==> config.mk <==
export PLATFORM = sky130hd
export DESIGN_NAME = load_store_unit
export DESIGN_NICKNAME = d
export VERILOG_FILES = /design/src/rtl/lsu_pkg.sv /design/src/rtl/lsu_align.sv /design/src/rtl/load_store_unit.sv
export SDC_FILE = /design/constraint.sdc
export NUM_CORES = 1
export LEC_CHECK = 0
export CAP_MARGIN = 40
export CORE_ASPECT_RATIO = 0.75
export CORE_MARGIN = 3
export CORE_UTILIZATION = 40
export DETAILED_ROUTE_END_ITERATION = 6
export PLACE_DENSITY = 0.77
export SLEW_MARGIN = 0
export SYNTH_ARGS = -nofsm -noshare
export SYNTH_HDL_FRONTEND = slang
export SYNTH_HIERARCHICAL = 1
export SYNTH_SLANG_ARGS = --single-unit
==> constraint.sdc <==
create_clock -name clk -period 5.1 [get_ports clk]
set_clock_uncertainty 0.2 [all_clocks]
set_input_delay 1.275 -clock clk [delete_from_list [all_inputs] [get_ports clk]]
set_output_delay 1.275 -clock clk [all_outputs]
set_load 0.01 [all_outputs]
==> src/rtl/lsu_pkg.sv <==
// Shared definitions for the load/store unit: funct3 encodings, FSM states
// and access-size decoding.
package lsu_pkg;

  localparam logic [2:0] F3_B  = 3'b000;
  localparam logic [2:0] F3_H  = 3'b001;
  localparam logic [2:0] F3_W  = 3'b010;
  localparam logic [2:0] F3_BU = 3'b100;
  localparam logic [2:0] F3_HU = 3'b101;

  typedef enum logic [1:0] {
    S_IDLE,
    S_ACC0,
    S_ACC1,
    S_RESP
  } lsu_state_t;

  function automatic logic [2:0] size_of(input logic [2:0] funct3);
    case (funct3[1:0])
      2'b00:   size_of = 3'd1;
      2'b01:   size_of = 3'd2;
      default: size_of = 3'd4;
    endcase
  endfunction

  function automatic logic is_legal(input logic [2:0] funct3);
    case (funct3)
      F3_B, F3_H, F3_W, F3_BU, F3_HU: is_legal = 1'b1;
      default:                        is_legal = 1'b0;
    endcase
  endfunction

endpackage

==> src/rtl/lsu_align.sv <==
// Byte-lane alignment: lane mask, store-data rotation and load extraction
// with sign/zero extension.
module lsu_align
  import lsu_pkg::*;
(
  input  logic [1:0]  i_off,
  input  logic [2:0]  i_funct3,
  input  logic [31:0] i_wdata,
  input  logic [31:0] i_lo,
  input  logic [31:0] i_hi,
  output logic [7:0]  o_m8,
  output logic [31:0] o_wrot,
  output logic [31:0] o_rdata
);

  logic [4:0]  w_sh;
  logic [7:0]  w_ones;
  logic [31:0] w_rd;

  always_comb begin
    w_sh = {i_off, 3'b000};
    case (size_of(i_funct3))
      3'd1:    w_ones = 8'h01;
      3'd2:    w_ones = 8'h03;
      default: w_ones = 8'h0F;
    endcase
    o_m8 = w_ones << i_off;

    // A shift of 32 yields zero, so off=0 leaves the word untouched.
    o_wrot = (i_wdata << w_sh) | (i_wdata >> (6'd32 - {1'b0, w_sh}));

    w_rd = 32'({i_hi, i_lo} >> w_sh);
    case (i_funct3)
      F3_B:    o_rdata = {{24{w_rd[7]}}, w_rd[7:0]};
      F3_H:    o_rdata = {{16{w_rd[15]}}, w_rd[15:0]};
      F3_BU:   o_rdata = {24'h0, w_rd[7:0]};
      F3_HU:   o_rdata = {16'h0, w_rd[15:0]};
      default: o_rdata = w_rd;
    endcase
  end

endmodule

==> src/rtl/load_store_unit.sv <==
// Load/store master for a word-organised byte-lane memory; splits accesses
// that cross a word boundary into two word cycles.
module load_store_unit
  import lsu_pkg::*;
#(
  parameter int ADDRESS_WIDTH = 32,
  parameter int DATA_WIDTH    = 32
) (
  input  logic                     clk,
  input  logic                     rst,
  input  logic                     req_valid,
  output logic                     req_ready,
  input  logic                     req_store,
  input  logic [2:0]               req_funct3,
  input  logic [ADDRESS_WIDTH-1:0] req_addr,
  input  logic [DATA_WIDTH-1:0]    req_wdata,
  output logic                     resp_valid,
  output logic [DATA_WIDTH-1:0]    resp_rdata,
  output logic                     resp_err,
  output logic [ADDRESS_WIDTH-1:0] mem_A,
  output logic [2:0]               mem_RE,
  output logic [3:0]               mem_WE,
  output logic [7:0]               mem_WD1,
  output logic [7:0]               mem_WD2,
  output logic [7:0]               mem_WD3,
  output logic [7:0]               mem_WD4,
  input  logic [DATA_WIDTH-1:0]    mem_RD
);

  lsu_state_t               r_state, w_next;
  logic                     r_store;
  logic [2:0]               r_funct3;
  logic [ADDRESS_WIDTH-1:0] r_addr;
  logic [DATA_WIDTH-1:0]    r_wdata;
  logic [DATA_WIDTH-1:0]    r_lo;
  logic [DATA_WIDTH-1:0]    r_rdata;
  logic                     r_err;

  logic                     w_span;
  logic [DATA_WIDTH-1:0]    w_lo, w_hi;
  logic [7:0]               w_m8;
  logic [DATA_WIDTH-1:0]    w_wrot, w_ldata;
  logic [ADDRESS_WIDTH-1:0] w_base;

  assign w_span = ({1'b0, r_addr[1:0]} + size_of(r_funct3)) > 3'd4;
  assign w_base = {r_addr[ADDRESS_WIDTH-1:2], 2'b00};

  lsu_align u_align (
    .i_off    (r_addr[1:0]),
    .i_funct3 (r_funct3),
    .i_wdata  (r_wdata),
    .i_lo     (w_lo),
    .i_hi     (w_hi),
    .o_m8     (w_m8),
    .o_wrot   (w_wrot),
    .o_rdata  (w_ldata)
  );

  always_ff @(posedge clk or posedge rst) begin
    if (rst) r_state <= S_IDLE;
    else     r_state <= w_next;
  end

  always_comb begin
    w_next = r_state;
    case (r_state)
      S_IDLE, S_RESP: w_next = !req_valid ? S_IDLE
                             : (is_legal(req_funct3) ? S_ACC0 : S_RESP);
      S_ACC0:         w_next = w_span ? S_ACC1 : S_RESP;
      S_ACC1:         w_next = S_RESP;
      default:        w_next = S_IDLE;
    endcase
  end

  always_comb begin
    req_ready  = (r_state == S_IDLE) || (r_state == S_RESP);
    resp_valid = (r_state == S_RESP);
    resp_rdata = r_rdata;
    resp_err   = r_err;
    mem_RE     = 3'b111;
    mem_A      = '0;
    mem_WE     = '0;
    {mem_WD4, mem_WD3, mem_WD2, mem_WD1} = '0;
    w_lo       = r_lo;
    w_hi       = '0;
    case (r_state)
      S_ACC0: begin
        mem_A  = w_base;
        mem_WE = r_store ? w_m8[3:0] : 4'b0000;
        {mem_WD4, mem_WD3, mem_WD2, mem_WD1} = w_wrot;
        w_lo   = mem_RD;
      end
      S_ACC1: begin
        mem_A  = w_base + ADDRESS_WIDTH'(4);
        mem_WE = r_store ? w_m8[7:4] : 4'b0000;
        {mem_WD4, mem_WD3, mem_WD2, mem_WD1} = w_wrot;
        w_hi   = mem_RD;
      end
      default: ;
    endcase
  end

  // Response fields are computed during the final access cycle so they are
  // registered on entry to RESP and cleared on every other cycle.
  always_ff @(posedge clk or posedge rst) begin
    if (rst) begin
      r_store  <= 1'b0;
      r_funct3 <= '0;
      r_addr   <= '0;
      r_wdata  <= '0;
      r_lo     <= '0;
      r_rdata  <= '0;
      r_err    <= 1'b0;
    end else begin
      if (req_valid && req_ready) begin
        r_store  <= req_store;
        r_funct3 <= req_funct3;
        r_addr   <= req_addr;
        r_wdata  <= req_wdata;
      end
      if (r_state == S_ACC0) r_lo <= mem_RD;
      r_rdata <= '0;
      r_err   <= 1'b0;
      if (w_next == S_RESP) begin
        if ((r_state == S_ACC0) || (r_state == S_ACC1))
          r_rdata <= r_store ? '0 : w_ldata;
        else
          r_err <= 1'b1;
      end
    end
  end

endmodule

==> results.cfg <==
[outcome]
status = completed

[drt]
residual_drc_count = 0
detail_route.wirelength_microns = 24690
via_count = 7401
drt-pass1-iter-count = 5
vias_per_cell = 5.733
detail_route.wl_per_cell_microns = 19.12
postRouteAntennaNets = 0
drt_iter0_markers = 614

[setup_path]
critPathTopFamily = buffers and inverters
timing.reg2reg.setup_slack_ns = 1.65
path_depth = 9
timing.critical_path.to_type = primary output
worst_ep_required_time_ns = 3.62
r2r.worst_path.cells = 8
setup.worst_path.class = flop to primary output
startpoint_kind_of_the_worst_setup_timing_path = flop
cp_common_cell = sky130_fd_sc_hd__buf_4
worstPathMaxFanout = 22
path_cells = inv_1, buf_4, ha_1, o21ai_1, buf_4, and2_1, a22o_1, nor2b_1, clkdlybuf4s50_1
crit_slowest_cell = sky130_fd_sc_hd__clkdlybuf4s50_1
critPathMaxStageDelay_ns = 0.57
worstPathBufferInverterCount = 4
crit_arrival_ns = 3.20

[clock_tree]
cts.root.buffer_cell = sky130_fd_sc_hd__clkbuf_16
clock_latency_ns = 0.42
path_clk_slew_ns = 0.06
post_cts.resized_instances = 0
ctsLongestPathBuffers = 2
numCtsBuffers = 17
cts_setup_buffers = 0
hold_buffers = 0
cts_tree = built
clock-sinks = 135
cts_max_level = 4

[timing]
max_slew.worst_pin.slew_ns = 0.9138
post-route-period-util_pct = 91.58
tns_ns = 0
achievable-frequency_mhz = 214.1
min_tclk_post_route_ns = 4.670
hold_viol = 0
slew_viol_final = 0
finalSetupViolations = 0
rsz_0062_raised_after_global_routing = no
worst_slew_margin_rel_pct = 38.85

[pwr]
cellLeakagePower_nw = 4.592
total_power_mw = 8.918
power.density_nw_per_um2 = 774.4
ir_drop_v = 0.0004515

[global_route]
grt_antenna_before_repair = 2
grt_overflow = 0
groute.usage.overall_pct = 20.99
first_pass_grt_wire_length_microns = 39500
first_global_vias = 7145
grt_start_max_net_pins = 73

[hold_path]
min_path_cells = 1
hp-class = flop to flop

[die]
design.die.area_sq_um = 23410
starting_density_pct = 41.69
floorplan.die.width_microns = 175.7
io_pins = 209
num_rows = 45
core_region_area_sq_um = 20720
die-height_microns = 133.3

[place]
dp_hpwl_microns = 17400
buffer_ports.inserted = 203
gp_routability_congestion = 0.8525

[synth]
ys_warn_count = 6
syn-cell-area_sq_um = 8638
avgSynthCellArea_sq_um = 10.40
synthCells = 831

[cells_and_area]
drive_gt1_share_pct = 22.40
areaGrowthSynthToFinish_pct = 33.31
layout_commonest_cell = sky130_fd_sc_hd__clkdlybuf4s50_1
finish.net_count = 1106
layout_common_cells = 203 x sky130_fd_sc_hd__clkdlybuf4s50_1, 133 x sky130_fd_sc_hd__dfrtp_1, 114 x sky130_fd_sc_hd__mux2_2
antennaDiodeCount = 0

[job]
max-cap-violations = 0
-- final cells by class --
| type | count | area (sq um) |
|---|---|---|
| multi-input cells | 604 | 4873 |
| well taps | 282 | 352.8 |
| flip-flops and latches | 135 | 3383 |
| inverters | 16 | 65.06 |
| fillers | 1837 | 9204 |
| repair buffers | 222 | 2247 |
| clock buffers | 17 | 425.4 |
| clock inverters | 15 | 168.9 |
-- layer usage --
| metal | GRT usage (%) | part of all wire [%] | up-vias |
|---|---|---|---|
| met5 | 0 | 0.10 | - |
| met4 | 4.835 | 1.2 | 4 |
| met3 | 5.840 | 8.8 | 33 |
| met2 | 31.06 | 44 | 340 |
| met1 | 30.68 | 46 | 3646 |
| li1 | - | - | 3378 |
-- per-stage QoR --
stage                     hold WS (ns)  instances  utilization, %  area (sq um)  worst slack (ns)
final                           0.2935       1291           55.58         11520            0.4296
after global routing            0.3052       1291           55.58         11520            0.2653
after CTS                       0.2972       1291           55.58         11520            0.4168
after detailed placement        0.2833       1259           52.71         10920            0.8869
after global placement          0.2777       1255           52.28         10830            0.9066
after floorplan                 0.2689        834               -          8650           0.01389
-- power by group --
| part | internal (mW) | switching [mW] |
|---|---|---|
| Combinational | 2.89 | 2.71 |
| Sequential | 1.57 | 0.493 |
| Clock | 0.733 | 0.520 |
| Total | 5.20 | 3.72 |
-- flip-flops by register name, summed over array words and instances, names as in the netlist --
register    cells
r_addr         32
r_lo           32
r_wdata        32
resp_rdata     32
r_funct3        3
r_state         2
r_store         1
resp_err        1
-- path summary, 6_finish.rpt --
check	from	end
setup / recovery	r_addr[1]	mem_WD1[7]
hold / removal	r_lo[0]	r_lo[0]
setup reg to reg	r_state[1]	resp_rdata[29]
hold reg to reg	r_lo[0]	r_lo[0]
max in group asynchronous	rst	r_addr[0]
min in group asynchronous	rst	resp_rdata[1]
(Power assumes the default switching activity.)
